--- src/rtl/seq_divider.sv ---
// Sequential restoring divider: one quotient bit per clock, start/done handshake.
// Build option: define DIVIDER_SIGNED_EN for two's-complement operands and results.
module seq_divider #(
    parameter int unsigned Size = 8
) (
    input  logic            clk,
    input  logic            rst_n,
    input  logic            start,
    input  logic [Size-1:0] A,
    input  logic [Size-1:0] B,
    output logic            busy,
    output logic            done,
    output logic [Size-1:0] Q,
    output logic [Size-1:0] R,
    output logic            div_zero
);

    localparam int unsigned CntW = $clog2(Size + 1);
    localparam int unsigned RemW = Size + 1;

    typedef enum logic [1:0] {
        ST_IDLE = 2'd0,
        ST_RUN  = 2'd1,
        ST_DONE = 2'd2
    } state_e;

    state_e              state_q, state_d;
    logic [CntW-1:0]     cnt_q, cnt_d;
    logic [RemW-1:0]     rem_q, rem_d;
    logic [Size-1:0]     quo_q, quo_d;
    logic [Size-1:0]     dvs_q, dvs_d;
    logic [Size-1:0]     q_q, q_d;
    logic [Size-1:0]     r_q, r_d;
    logic                dz_q, dz_d;
    logic                busy_q, busy_d;
    logic                done_q, done_d;
    logic [RemW-1:0]     rem_sh;
    logic [RemW-1:0]     diff;
    logic [Size-1:0]     a_mag;
    logic [Size-1:0]     b_mag;
    logic [Size-1:0]     q_res;
    logic [Size-1:0]     r_res;

`ifdef DIVIDER_SIGNED_EN
    logic neg_q_q, neg_q_d;
    logic neg_r_q, neg_r_d;

    // Magnitude of a two's-complement value; the most-negative value maps to itself,
    // which is still correct when read as unsigned.
    function automatic logic [Size-1:0] mag(input logic [Size-1:0] x);
        return x[Size-1] ? (Size'(0) - x) : x;
    endfunction

    always_comb begin
        a_mag = mag(A);
        b_mag = mag(B);
        q_res = neg_q_q ? (Size'(0) - quo_q) : quo_q;
        r_res = neg_r_q ? (Size'(0) - rem_q[Size-1:0]) : rem_q[Size-1:0];
    end
`else
    always_comb begin
        a_mag = A;
        b_mag = B;
        q_res = quo_q;
        r_res = rem_q[Size-1:0];
    end
`endif

    // State and datapath registers.
    always_ff @(posedge clk or negedge rst_n) begin
        if (!rst_n) begin
            state_q <= ST_IDLE;
            cnt_q   <= '0;
            rem_q   <= '0;
            quo_q   <= '0;
            dvs_q   <= '0;
            q_q     <= '0;
            r_q     <= '0;
            dz_q    <= 1'b0;
            busy_q  <= 1'b0;
            done_q  <= 1'b0;
`ifdef DIVIDER_SIGNED_EN
            neg_q_q <= 1'b0;
            neg_r_q <= 1'b0;
`endif
        end else begin
            state_q <= state_d;
            cnt_q   <= cnt_d;
            rem_q   <= rem_d;
            quo_q   <= quo_d;
            dvs_q   <= dvs_d;
            q_q     <= q_d;
            r_q     <= r_d;
            dz_q    <= dz_d;
            busy_q  <= busy_d;
            done_q  <= done_d;
`ifdef DIVIDER_SIGNED_EN
            neg_q_q <= neg_q_d;
            neg_r_q <= neg_r_d;
`endif
        end
    end

    // Next-state, trial subtraction and result capture.
    always_comb begin
        state_d = state_q;
        cnt_d   = cnt_q;
        rem_d   = rem_q;
        quo_d   = quo_q;
        dvs_d   = dvs_q;
        q_d     = q_q;
        r_d     = r_q;
        dz_d    = dz_q;
`ifdef DIVIDER_SIGNED_EN
        neg_q_d = neg_q_q;
        neg_r_d = neg_r_q;
`endif
        rem_sh  = (rem_q << 1) | RemW'(quo_q[Size-1]);
        diff    = rem_sh - {1'b0, dvs_q};

        unique case (state_q)
            ST_IDLE, ST_DONE: begin
                state_d = ST_IDLE;
                if (start) begin
                    if (B == '0) begin
                        state_d = ST_DONE;
                        q_d     = '1;
                        r_d     = A;
                        dz_d    = 1'b1;
                    end else begin
                        state_d = ST_RUN;
                        quo_d   = a_mag;
                        dvs_d   = b_mag;
                        rem_d   = '0;
                        cnt_d   = CntW'(Size);
`ifdef DIVIDER_SIGNED_EN
                        neg_q_d = A[Size-1] ^ B[Size-1];
                        neg_r_d = A[Size-1];
`endif
                    end
                end
            end
            ST_RUN: begin
                if (cnt_q == '0) begin
                    // Results are only published on entry to DONE.
                    state_d = ST_DONE;
                    q_d     = q_res;
                    r_d     = r_res;
                    dz_d    = 1'b0;
                end else begin
                    if (!diff[Size]) begin
                        rem_d = diff;
                        quo_d = {quo_q[Size-2:0], 1'b1};
                    end else begin
                        rem_d = rem_sh;
                        quo_d = {quo_q[Size-2:0], 1'b0};
                    end
                    cnt_d = cnt_q - CntW'(1);
                end
            end
            default: state_d = ST_IDLE;
        endcase

        busy_d = (state_d == ST_RUN);
        done_d = (state_d == ST_DONE);
    end

    assign busy     = busy_q;
    assign done     = done_q;
    assign Q        = q_q;
    assign R        = r_q;
    assign div_zero = dz_q;

endmodule

--- config.mk ---
export PLATFORM = sky130hd
export DESIGN_NAME = seq_divider
export DESIGN_NICKNAME = d
export VERILOG_FILES = /design/src/rtl/seq_divider.sv
export SDC_FILE = /design/constraint.sdc
export NUM_CORES = 1
export LEC_CHECK = 0
export BUFFER_PORTS_ARGS = -buffer_cell sky130_fd_sc_hd__buf_4
export CAP_MARGIN = 30
export CORE_MARGIN = 2
export CORE_UTILIZATION = 58
export DETAILED_ROUTE_END_ITERATION = 12
export GPL_ROUTABILITY_DRIVEN = 0
export GPL_TIMING_DRIVEN = 0
export PLACE_DENSITY = 0.84
export RECOVER_POWER = 100
export SLEW_MARGIN = 30
export SYNTH_ARGS = -nofsm -noshare
export SYNTH_HDL_FRONTEND = slang
export SYNTH_SLANG_ARGS = --single-unit
--- constraint.sdc ---
create_clock -name clk -period 4.34 [get_ports clk]
set_input_delay 0.651 -clock clk [delete_from_list [all_inputs] [get_ports clk]]
set_output_delay 0.651 -clock clk [all_outputs]
set_load 0.02 [all_outputs]
# ---- Word level (Yosys, flattened, before mapping)
# Cells that the tools add are included.
dict set report totals {
  regBits 49
  word_cells 61
}
dict set report op_classes {
  n_reduce_logical 8
  eq_ne 9
  muxes 30
  n_bitwise 2
  n_addsub 2
}
# cell n
set ops {}
lappend ops {{two-way mux 8 bit} 13}
lappend ops {{case mux 8 bit (2 select lines)} 4}
lappend ops {{two-way mux 4 bit} 3}
lappend ops {{inequality test 2 bit (second input constant)} 5}
lappend ops {{OR 9 x 1 -> 9 bit} 1}
lappend ops {{subtractor 9 x 8 -> 9 bit} 1}
lappend ops {{zero test 8 bit} 1}
lappend ops {{case mux 4 bit (2 select lines)} 1}
lappend ops {{AND reduction 4 bit} 2}
lappend ops {{two-way mux 2 bit} 3}
lappend ops {{== test 2 x 1 -> 1 bit (second input constant)} 2}
lappend ops {{== test 2 bit (second input constant)} 2}
lappend ops {{zero test 4 bit} 1}
lappend ops {{two-way mux 1 bit} 4}
lappend ops {{case mux 2 bit (2 select lines)} 1}
lappend ops {{subtractor 4 x 1 -> 4 bit (second input constant)} 1}
lappend ops {{AND reduction 3 bit} 1}
lappend ops {{zero test 2 bit} 1}
lappend ops {{case mux 1 bit (2 select lines)} 1}
lappend ops {{nonzero test 2 bit} 1}
lappend ops {{OR reduction 2 bit} 1}
lappend ops {{inverter 1 bit} 1}

# ---- Logic depth before layout (Yosys ltp)
# Gate-level depths: netlist of run 1.
dict set report depth {
  ltp_word 5
  mapped_depth 11
}

# ---- Least setup slack after synthesis of run 1
# No wires, ideal clock.
dict set report synth_timing {
  path_type {register to register}
  start {register quo_q[7], in the netlist q_res[7]}
  end {register rem_q[3]}
  t_arrival_ps 2165
  path_slack_ps 2035
  t_required_ps 4200
  setup_ps 140
  period_less_slack_ps 2305
  n_path_buf 2
  path_stages_with_launch 12
  cell_sequence {dfrtp_1 -> inv_1 -> ha_1 -> fa_1 -> nand2b_1 -> a211oi_2 -> mux2i_1 -> and3_1 -> buf_6 -> buf_6 -> mux2i_1 -> o22ai_1}
}
dict set report synth_via {
  elab_chain_cells 5
}
# item line
set synth_lines {}
lappend synth_lines {{from (decl)} 30} ;# logic [Size-1:0] quo_q, quo_d;
lappend synth_lines {{from (signal assigned)} 90} ;# quo_q <= quo_d;
lappend synth_lines {{OR 9 x 1 -> 9 bit} 118} ;# rem_sh = (rem_q << 1) | RemW'(quo_q[Size-1]);
lappend synth_lines {{subtractor 9 x 8 -> 9 bit} 119} ;# diff = rem_sh - {1'b0, dvs_q};
lappend synth_lines {{two-way mux 8 bit} 151} ;# if (!diff[Size]) begin
lappend synth_lines {{two-way mux 8 bit} 144} ;# if (cnt_q == '0) begin
lappend synth_lines {{case mux 8 bit (2 select lines)} 121} ;# unique case (state_q)
lappend synth_lines {{to (signal assigned)} 89} ;# rem_q <= rem_d;
lappend synth_lines {{to (decl)} 29} ;# logic [RemW-1:0] rem_q, rem_d;
# Every way passes these cells. The select of a mux whose other input is x is not followed.
# A chain may end at the register's enable or synchronous reset.

# ---- Final worst setup path of run 1
dict set report layout_timing {
  start {register quo_q[7], in the netlist q_res[7]}
  end {register rem_q[2]}
}
# Same word-level chain as after synthesis.

==> metrics.md, run 1 <==
| Metric | Value |
|---|---|
| Status | finished, violations left |
| Violations in the final reports | max-capacitance violations, max-slew violations |
| Hpwl dp | 3940 um |
| Leading cell types by total area after synthesis | dfrtp_1 (49%), nand2_1 (7.8%), ha_1 (5.0%) |
| Die W | 69.5 um |
| Setup repair after global routing missed its margin | false |
| Die Height | 69.5 um |
| Leakage component of the power | 1.31 nW |
| Die area | 4840 um2 |
| Library cell occupying the most area in the post-synthesis netlist | dfrtp_1 |
| Simple-gate portion of the synthesized area | 18.7% |
| Detail-routed net length per standard cell | 15.2 um |
| Adder and majority gate portion of the synthesized area | 5.83% |
| Required time of the critical path | 4.51 ns |
| Dominant combinational cell family by area after synthesis | simple AND/OR/NAND/NOR gates |
| Max Clock Freq | 0.321 GHz |
| Critical path endpoint | rem_q[2] |
| Start of the worst register-to-register path | q_res[7] |
| Area of all placed cells without fillers | 2810 um2 |
| I/O pin cnt | 38 |
| Total of flip-flops plus latches after synthesis | 49 |
| Share of synthesized area spent on multiplexers | 3.26% |
| Fraction of final layout cells with drive strength greater than 1 | 11.0% |
| Crit path launch type | flop |
| Clock tree root buffer cell | clkbuf_8 |
| Origin of the worst setup path | q_res[7] |
| Effective utilization at floorplan | 61.4% |
| Number of buffers created by CTS | 5 |
| Hold Fails Final Rpt | 0 |
| First-pass GRT wire length | 9110 um |
| Primary FF master, synth | dfrtp_1 |
| Floorplan core area | 4060 um2 |
| Count of inserted antenna diode cells | 0 |
| Post-DP Area | 2830 um2 |
| Post-Syn Area per Cell | 9.47 um2 |
| Count of H-tree levels built during CTS | 2 |
| Number of enable flip-flop cells after synthesis | 0 |
| Final Setup Violations | 0 |
| Post-Synthesis Cells | 263 |
| Number of iterations in the first detailed-routing pass | 4 |
| Relative slew margins | -66.7% |
| Number of buffers added on ports | 37 |
| Cell Area, Synth | 2490 um2 |
| Cell with the most instances after synthesis | nand2_1 |
| Count of maximum capacitance violations | 1 |
| Compound-Gate Fraction of Synth Area | 15.5% |
| Number of sinks handled by clock tree synthesis | 49 |
| Largest clock skew in the final design | 0.0132 ns |
| Vias in the first global route | 1,881 |
| Number of core rows | 23 |
| Async S/R FF share, synth | 100% |
| Utilization after layout | 69.2% |
| Arrival time reported for the critical path endpoint | 3.29 ns |
| Number of routed nets with antenna violations | 0 |
| First DRT Iteration DRCs | 157 |
| Fin. max-slew vios | 50 |
| Number of cells on the worst reg-to-reg path | 11 |
| Count of instances resized after the clock tree is built | 0 |
| WS Path Type | flop to flop |
| Number of nets in the synthesized netlist | 293 |
| Max VDD drop | 0.000345 V |
| Initial antenna violation count | 0 |
| Maximum number of buffers from clock root to sink | 2 |
| CTS tree | done |
| Transition time at the pin with the least slew margin | 2.50 ns |
| Post-CTS setup repair buffer count | 0 |
| Sequential fraction of the synthesis area | 49.2% |
| Total negative setup slack | 0 ns |
| FF-to-FF End | rem_q[2] |
| Final wirelength | 5440 um |
| Overall via count from detail_route | 2,010 |
| Critical-path top delay cell | clkbuf_1 |
| Hold-fix buffers at CTS | 0 |
| Final nets | 337 |
| Delay of the slowest cell on the worst path | 0.44 ns |
| Synthesis-to-finish area growth | 12.8% |
| Power Total | 2.49 mW |
| Tcrit/Tclk final | 71.8% |
| Number of remaining DRC errors | 0 |
| Clk_lat worst skew | 0.32 ns |
| Warnings, synthesis | 0 |
| Total power density per cell area | 887 nW/um2 |
| Largest delay share family, worst path | buffers and inverters |
| Worst hold path type | flop to flop |
| CP bufs+invs | 3 |
| Overall Global Routing Usage | 24.3% |
| Synth top area share | 49.2% |
| Endpoint class of the critical path | flop |
| Via-to-Cell Ratio | 5.61 |
| Clock edge transition at the registers on the reported setup and hold paths | 0.09 ns |
| XOR/XNOR share of the synthesized area | 2.46% |
| Commonest cells post-synth | nand2_1 (52), dfrtp_1 (49), o21ai_0 (25) |
| Setup slack, reg-to-reg | 1.23 ns |
| Largest net degree at the start of global routing | 50 |
| Critical Path Stages | 11 |
| Post-layout minimum cycle time | 3.11 ns |
| Biggest fanout along the worst timing path | 10 |
| Number of distinct library cell variants in the gate-level netlist after synthesis | 44 |
| GRT Residual Overflow | 0 |
| Crit-path cells | inv_1, ha_1, fa_1, nand2b_1, a211oi_1, mux2i_1, and3_1, clkbuf_1, clkbuf_1, mux2i_1, o22ai_1 |
## cells in the final DEF (no fill, tap or decap), types with 7 or more instances in the layout
| master | instances |
|---|---|
| buf_4 | 17 |
| dfrtp_1 | 49 |
| nand3_1 | 8 |
| clkbuf_1 | 32 |
| o21ai_0 | 28 |
| a21oi_1 | 16 |
| mux2i_1 | 7 |
| nor2_1 | 8 |
| nand2_1 | 52 |
| ha_1 | 10 |
| and2_1 | 8 |
| inv_1 | 15 |
## power breakdown
part / switching, mW / leakage, nW / total [mW] / internal (mW)
clock: 0.166 / 0.0445 / 0.281 / 0.115
sequential: 0.144 / 0.607 / 0.821 / 0.678
combinational: 0.841 / 0.660 / 1.39 / 0.549
## through the flow
step	hold WS [ns]	setup WS [ns]	instances
6_report	0.478	1.23	358
5_1_grt	0.511	0.995	358
4_1_cts	0.351	1.74	358
3_5_place_dp	0.465	1.76	350
3_3_place_gp	0.464	1.83	350
2_1_floorplan	0.355	2.04	263
## tightest hold or removal path, cell delays in order, from the launching register on
cell and delay, ns:
dfrtp_1 0.35, nand2_1 0.05, nand2_1 0.05
## registers in the layout, summed over array words and instances (netlist names)
register  count
dvs_q         8
q_res         8
cnt_q         4
done          1
state_q       2
rem_q         8
div_zero      1
R             8
Q             8
busy          1
## worst min path at each step
stage / from / end / slack [ns] / cells after the start
2_1_floorplan: rst_n / Q[0] / 0.36 / 0
3_5_place_dp: div_zero / div_zero / 0.46 / 2
6_report: div_zero / div_zero / 0.48 / 2
3_3_place_gp: div_zero / div_zero / 0.46 / 2
4_1_cts: rst_n / done / 0.35 / 1
5_1_grt: R[5] / R[5] / 0.51 / 2
## cells by family (layout without fill, tap and decap cells)
kind of cell               after synthesis  count (layout)
buffers and inverters                   28              73
adders and majority gates               11              11
AOI/OAI and AO/OA                       65              65
and+or+nand+nor                         95              95
muxes                                    8               8
DFF                                     49              49
xor gates and xnor gates                 7               7
## per-layer routing
layer | share of wire, % | up-vias | global-route usage, %
met3 | 6.9 | 8 | 5.96
met5 | 0 | - | 0
met1 | 43 | 964 | 30.6
met4 | 1.7 | 0 | 8.71
li1 | - | 980 | -
met2 | 48 | 58 | 40.6
## final cells by class
| class | count | area [um2] |
|---|---|---|
| Clock inverter | 3 | 21.3 |
| Buffer | 13 | 50.0 |
| Timing Repair Buffer | 37 | 203 |
| Inverter | 15 | 56.3 |
| Sequential cell | 49 | 1230 |
| Clock buffer | 5 | 68.8 |
| Tap cell | 50 | 62.6 |
| Fill cell | 353 | 1250 |
| Multi-Input combinational cell | 186 | 1120 |
Power figures use the tool's default switching activity.
==> inputs of run 2 (changes only) <==
--- a/config.mk
+++ b/config.mk
@@ -8,11 +8,11 @@
 export BUFFER_PORTS_ARGS = -buffer_cell sky130_fd_sc_hd__buf_4
 export CAP_MARGIN = 30
 export CORE_MARGIN = 2
-export CORE_UTILIZATION = 58
+export CORE_UTILIZATION = 51
 export DETAILED_ROUTE_END_ITERATION = 12
 export GPL_ROUTABILITY_DRIVEN = 0
 export GPL_TIMING_DRIVEN = 0
-export PLACE_DENSITY = 0.84
+export PLACE_DENSITY = 0.79
 export RECOVER_POWER = 100
 export SLEW_MARGIN = 30
 export SYNTH_ARGS = -nofsm -noshare
==> constraint.sdc (replaced) <==
create_clock -name clk -period 2.65 [get_ports clk]
set_input_delay 0.3975 -clock clk [delete_from_list [all_inputs] [get_ports clk]]
set_output_delay 0.3975 -clock clk [all_outputs]
set_load 0.02 [all_outputs]
==> run 2 against run 1 <==
The flow now finishes without violations. Power rose by 72%. Register-to-register slack got worse by 1.1 ns. Non-clock buffer count did not move. Die area rose by 13%. Cell count rose by 4.7%. Clock-buffer cell count rose by 1. Critical path depth did not move. Fmax rose by 26%. Clock power rose by 96%. Core utilization fell by 8.0 points. Wire length fell by 4.2%. Sequential share of layout area fell by 1.3 points. Critical path type unchanged. Critical endpoint is now rem_q[3].
==> metrics.md, run 2 (synthesized netlist as in run 1, its figures left out) <==
| Metric | Value |
|---|---|
| Number of routed nets with antenna violations | 0 (unchanged) |
| Setup slack, reg-to-reg | 0.17 ns (-1.05 ns) |
| Initial antenna violation count | 0 (unchanged) |
| Biggest fanout along the worst timing path | 10 (unchanged) |
| Endpoint class of the critical path | flop |
| Final nets | 337 (unchanged) |
| Count of H-tree levels built during CTS | 2 (unchanged) |
| Maximum number of buffers from clock root to sink | 2 (unchanged) |
| Clock edge transition at the registers on the reported setup and hold paths | 0.08 ns (about the same) |
| Crit path launch type | flop |
| Die Height | 73.9 um (+6.3%) |
| Worst hold path type | primary input to flop |
| Number of core rows | 25 (+8.7%) |
| Count of maximum capacitance violations | 0 (-1) |
| Largest net degree at the start of global routing | 50 (unchanged) |
| Fillcell total | 430 (+22%) |
| Leakage component of the power | 1.34 nW (+2.3%) |
| Hold Fails Final Rpt | 0 (unchanged) |
| Hold-fix buffers at CTS | 0 (unchanged) |
| Relative slew margins | 22.5% (+89 points) |
| Origin of the worst setup path | q_res[7] |
| Final Setup Violations | 0 (unchanged) |
| Power Total | 4.28 mW (+72%) |
| Arrival time reported for the critical path endpoint | 2.63 ns (-0.66 ns) |
| Hold Path End | dvs_q[3] |
| Transition time at the pin with the least slew margin | 1.16 ns (-1.34 ns) |
| Vias in the first global route | 1,838 (-2.3%) |
| Final wirelength | 5210 um (-4.2%) |
| I/O pin cnt | 38 (unchanged) |
| Clk_lat worst skew | 0.30 ns (-0.02 ns) |
| Floorplan core area | 4720 um2 (+16%) |
| Setup repair after global routing missed its margin | false |
| Hold Crit Start | B[3] |
| First DRT Iteration DRCs | 117 (-25%) |
| First-pass GRT wire length | 8380 um (-8.0%) |
| Number of cells on the worst reg-to-reg path | 11 (unchanged) |
| Count of inserted antenna diode cells | 0 (unchanged) |
| Fin. max-slew vios | 0 (-100%) |
| WHS Path Cells | 3 (+1) |
| Die W | 73.9 um (+6.3%) |
| FF-to-FF End | rem_q[3] |
| Required time of the critical path | 2.81 ns (-1.70 ns) |
| Max Clock Freq | 0.403 GHz (+26%) |
| Post-layout minimum cycle time | 2.48 ns (-0.636 ns) |
| Overall Global Routing Usage | 20.4% (-3.9 points) |
| Via-to-Cell Ratio | 5.25 (-6.6%) |
| Overall via count from detail_route | 1,967 (-2.1%) |
| Commonest non-fill, non-tap cell in the layout | nand2_1 |
| Fraction of final layout cells with drive strength greater than 1 | 13.3% (+2.3 points) |
| Number of remaining DRC errors | 0 (unchanged) |
| Synthesis-to-finish area growth | 16.2% |
| Hpwl dp | 3950 um (+0.36%) |
| Max VDD drop | 0.000620 V (+80%) |
| Number of sinks handled by clock tree synthesis | 49 (unchanged) |
| Clock tree root buffer cell | clkbuf_8 |
| CTS tree | done |
| Start of the worst register-to-register path | q_res[7] |
| Tcrit/Tclk final | 93.5% (+22 points) |
| Status | complete, no violations |
| Number of iterations in the first detailed-routing pass | 4 (unchanged) |
| WS Path Type | flop to flop |
| Number of buffers created by CTS | 5 (unchanged) |
| Detail-routed net length per standard cell | 13.9 um (-8.6%) |
| Post-CTS setup repair buffer count | 0 (unchanged) |
| Total negative setup slack | 0 ns (unchanged) |
| Effective utilization at floorplan | 52.7% (-8.7 points) |
| Die area | 5460 um2 (+13%) |
| Largest clock skew in the final design | 0.00581 ns (-0.00738 ns) |
| Number of buffers added on ports | 37 (unchanged) |
| Leading cell types in the layout, fill and taps excluded | nand2_1 (52), dfrtp_1 (49), clkbuf_1 (29) |
| Total power density per cell area | 1480 nW/um2 (+67%) |
| GRT Residual Overflow | 0 (unchanged) |
==> run 2: changes by cell type in the layout (fill, tap and decap cells not counted), sizes merged <==
cell    change
inv         -1
bufinv      +1
clkinv      -1
buf         +1
==> run 2: cell type report <==
type,count,area [um2],share of cell area [%]
Clock inverter,2,37.5,1.30
Sequential cell,49,1230,42.4
Buffer,13,65.1,2.25
Inverter,15,56.3,1.95
Timing Repair Buffer,37,204,7.05
Clock buffer,6,82.6,2.85
Tap cell,67,83.8,2.90
Multi-Input combinational cell,186,1140,39.3
==> run 2: timing repair <==
| action | CTS | global route |
|---|---|---|
| gates resized for setup | 0 | 3 |
| endpoints found under the setup margin | 0 | 3 |
| endpoints found under the hold margin | 0 | 0 |
==> run 2: metrics by stage <==
step	hold WS [ns]	util, %	area [um2]	cells	setup WS (ns)
final	0.314	61.3	2890	375	0.171
after global routing	0.317	61.3	2890	375	0.0189
after CTS	0.123	62.9	2970	375	0.0584
after detailed placement	0.444	60.4	2850	367	0.0747
after global placement	0.443	60.4	2850	367	0.130
after floorplan	0.102	-	2490	263	0.345
==> run 2: worst max path at each step <==
stage | to | cells after the start
after floorplan | rem_q[3] | 11
after global placement | rem_q[3] | 11
after detailed placement | rem_q[3] | 11
after CTS | rem_q[3] | 11
after global routing | rem_q[3] | 11
final | rem_q[3] | 11
==> run 2: metal layers <==
metal	part of all wire (%)	GRT usage, %	vias up
met5	0	0	-
met2	49	36.7	54
met3	4.6	3.84	10
met4	1.4	5.66	0
met1	45	24.7	919
li1	-	-	984
==> run 2: power breakdown <==
group | leakage (nW) | total (mW) | switching (mW) | internal (mW)
combinational | 0.677 | 2.38 | 1.39 | 0.991
sequential | 0.607 | 1.34 | 0.235 | 1.11
clock | 0.0574 | 0.550 | 0.243 | 0.307
==> run 2: critical path, stage by stage (launching register included) <==
cell      delay (ns)
dfrtp_1         0.36
inv_1           0.09
ha_2            0.19
fa_2            0.35
nand2b_4        0.16
a211oi_2        0.25
mux2i_1         0.20
and3_1          0.18
buf_6           0.12
buf_6           0.14
mux2i_1         0.20
o22ai_1         0.10
==> inputs of run 3 (changes only) <==
--- a/config.mk
+++ b/config.mk
@@ -18,3 +18,4 @@
 export SYNTH_ARGS = -nofsm -noshare
 export SYNTH_HDL_FRONTEND = slang
 export SYNTH_SLANG_ARGS = --single-unit
+export TNS_END_PERCENT = 50
==> constraint.sdc (replaced) <==
create_clock -name clk -period 2.2 [get_ports clk]
set_input_delay 0.33 -clock clk [delete_from_list [all_inputs] [get_ports clk]]
set_output_delay 0.33 -clock clk [all_outputs]
set_load 0.02 [all_outputs]
==> run 3 against run 2 <==
The run now ends with negative setup slack left. Setup slack got worse by 0.28 ns. Critical path depth decreased by 2. Sequential power up 22%. Fmax up 7.6%. Die area stayed put. First-iteration DRC count is the same. Cell count up 2.1%. Via count up 0.61%. Register-to-register slack worse by 0.28 ns. Critical path type unchanged.
==> metrics.md, run 3 (synthesized netlist as in run 1, its figures left out) <==
| Metric | Value |
|---|---|
| Relative slew margins | 23.2% (+0.63 points) |
| Clk_lat worst skew | 0.31 ns (about the same) |
| Largest clock skew in the final design | 0.00552 ns (-0.000298 ns) |
| Setup ws final | -0.104 ns (-0.275 ns) |
| Transition time at the pin with the least slew margin | 1.15 ns (-0.00939 ns) |
| Clk network pwr share | 9.9% (-3.0 points) |
| Number of routed nets with antenna violations | 0 (unchanged) |
| Overall Global Routing Usage | 22.4% (+2.0 points) |
| Via-to-Cell Ratio | 5.17 (-1.5%) |
| CP bufs+invs | 1 (-2) |
| Hold-fix buffers at CTS | 0 (unchanged) |
| Die area | 5460 um2 (unchanged) |
| Status | finished, violations left |
| First DRT Iteration DRCs | 117 (unchanged) |
| Critical-path top delay cell | dfrtp_1 |
| Violations in the final reports | negative setup slack |
| Delay of the slowest cell on the worst path | 0.42 ns (+0.06 ns) |
| Die Height | 73.9 um (unchanged) |
| Hold Fails Final Rpt | 0 (unchanged) |
| Number of core rows | 25 (unchanged) |
| Area of all placed cells without fillers | 2980 um2 (+3.1%) |
| Crit-path cells | ha_4, fa_2, nand2b_4, a211oi_4, mux2i_1, and3_4, buf_8, mux2i_1, o22ai_1 |
| Start of the worst register-to-register path | dvs_q[0] |
| Fraction of final layout cells with drive strength greater than 1 | 19.0% (+5.7 points) |
| Final nets | 345 (+2.4%) |
| Hpwl dp | 3890 um (-1.7%) |
| Count of maximum capacitance violations | 0 (unchanged) |
| Max Clock Freq | 0.434 GHz (+7.6%) |
| Tcrit/Tclk final | 105% (+11 points) |
| Clock tree root buffer cell | clkbuf_8 |
| Final wirelength | 5420 um (+4.0%) |
| Total power density per cell area | 1840 nW/um2 (+25%) |
| Initial antenna violation count | 0 (unchanged) |
| Number of buffers added on ports | 37 (unchanged) |
| Leakage component of the power | 1.39 nW (+3.4%) |
| Count of H-tree levels built during CTS | 2 (unchanged) |
| Number of cells on the worst reg-to-reg path | 9 (-2) |
| Maximum number of buffers from clock root to sink | 2 (unchanged) |
| Setup repair after global routing missed its margin | true |
| Count of inserted antenna diode cells | 0 (unchanged) |
| FF-to-FF End | rem_q[2] |
| First-pass GRT wire length | 9120 um (+8.8%) |
| I/O pin cnt | 38 (unchanged) |
| Power share of the sequential group | 29.6% (-1.8 points) |
| Crit path launch type | flop |
| GRT Residual Overflow | 0 (unchanged) |
| Floorplan core area | 4720 um2 (unchanged) |
| Worst hold path type | primary input to flop |
| Critical Path Stages | 9 (-2) |
| Arrival time reported for the critical path endpoint | 2.48 ns (-0.15 ns) |
| Largest net degree at the start of global routing | 50 (unchanged) |
| Number of iterations in the first detailed-routing pass | 4 (unchanged) |
| Post-layout minimum cycle time | 2.30 ns (-0.175 ns) |
| Required time of the critical path | 2.38 ns (-0.43 ns) |
| Setup slack, reg-to-reg | -0.10 ns (-0.28 ns) |
| Power share of the combinational group | 60.5% (+4.8 points) |
| Switching pwr | 2.47 mW (+32%) |
| Fin. max-slew vios | 0 (unchanged) |
| Max VDD drop | 0.000734 V (+18%) |
| Post-DP Area | 2870 um2 (+0.44%) |
| Switching Fraction | 44.8% (+1.2 points) |
| Total negative setup slack | -0.486 ns (-0.486 ns) |
| Origin of the worst setup path | dvs_q[0] |
| Final Setup Violations | 9 (+9) |
| Clock edge transition at the registers on the reported setup and hold paths | 0.09 ns (about the same) |
| Die W | 73.9 um (unchanged) |
| Number of remaining DRC errors | 0 (unchanged) |
| Cell occurring most often along the worst timing path | mux2i_1 |
| Critical path endpoint | rem_q[2] |
| Biggest fanout along the worst timing path | 7 (-3) |
| Vias in the first global route | 1,972 (+7.3%) |
| Utilization after layout | 63.2% (+1.9 points) |
| Number of sinks handled by clock tree synthesis | 49 (unchanged) |
| Detail-routed net length per standard cell | 14.1 um (+1.8%) |
| Commonest non-fill, non-tap cell in the layout | nand2_1 |
| CTS tree | done |
| Hold_ws | 0.224 ns (-0.0896 ns) |
| Effective utilization at floorplan | 52.7% (unchanged) |
| Endpoint class of the critical path | flop |
| Number of buffers created by CTS | 5 (unchanged) |
| Overall via count from detail_route | 1,979 (+0.61%) |
| Pint | 3.03 mW (+26%) |
| Leading cell types in the layout, fill and taps excluded | nand2_1 (52), dfrtp_1 (49), clkbuf_1 (26), buf_4 (26), o21ai_0 (24) |
| Synthesis-to-finish area growth | 19.8% |
| Largest delay share family, worst path | adder cells |
| WS Path Type | flop to flop |
## run 3: final cells by class
class | count | area (um2)
fillers | 431 | 1740
well taps | 67 | 83.8
plain buffers | 12 | 61.3
clock buffers | 5 | 68.8
flip-flops and latches | 49 | 1230
clock inverters | 3 | 21.3
multi-input cells | 186 | 1190
repair buffers | 46 | 272
inverters | 15 | 56.3
## run 3: worst min-delay path by stage
stage | start | end | slack, ns | cells past startpoint
3_3_place_gp | rst_n | busy | 0.37 | 1
6_report | B[1] | dvs_q[1] | 0.22 | 3
5_1_grt | B[1] | dvs_q[1] | 0.22 | 3
2_1_floorplan | rst_n | Q[0] | 0.03 | 0
3_5_place_dp | rst_n | R[6] | 0.37 | 1
4_1_cts | rst_n | state_q[0] | 0.04 | 1
## run 3: tightest hold or removal path, delay by kind of cell
family | cells | cell delay [ns]
and+or+nand+nor | 1 | 0.04
buffers and inverters | 1 | 0.08
AOI/OAI and AO/OA | 1 | 0.05
## run 3: timing repair
| item | 4_1_cts | 5_1_grt |
|---|---|---|
| buffers inserted | 7 | 2 |
| gates cloned | 0 | 0 |
| pin swaps | 9 | 4 |
| endpoints found under the setup margin | 9 | 12 |
| resized for setup | 7 | 4 |
## run 3: metal layers
layer | global-route usage (%) | up-vias | wire (um)
li1 | - | 994 | -
met1 | 28.2 | 924 | 2330
met2 | 37.8 | 56 | 2750
met3 | 5.90 | 5 | 291
met4 | 6.67 | 0 | 46
met5 | 0 | - | 0
## run 3: power by group through the flow
stage	combinational, mW	clock [mW]	sequential (mW)
3_3_place_gp	2.92	0	1.62
4_1_cts	3.33	0.552	1.63
6_report	3.33	0.542	1.63
3_5_place_dp	2.99	0	1.65
5_1_grt	3.71	0.589	1.68
2_1_floorplan	2.07	0	1.77
## run 3: metrics by stage
stage	instances	worst slack [ns]	power [mW]
floorplan	263	0.00617	3.84
global placement	367	-0.167	4.54
detailed placement	367	-0.215	4.64
CTS	382	-0.184	5.51
global route	383	-0.208	5.98
finish	383	-0.104	5.50
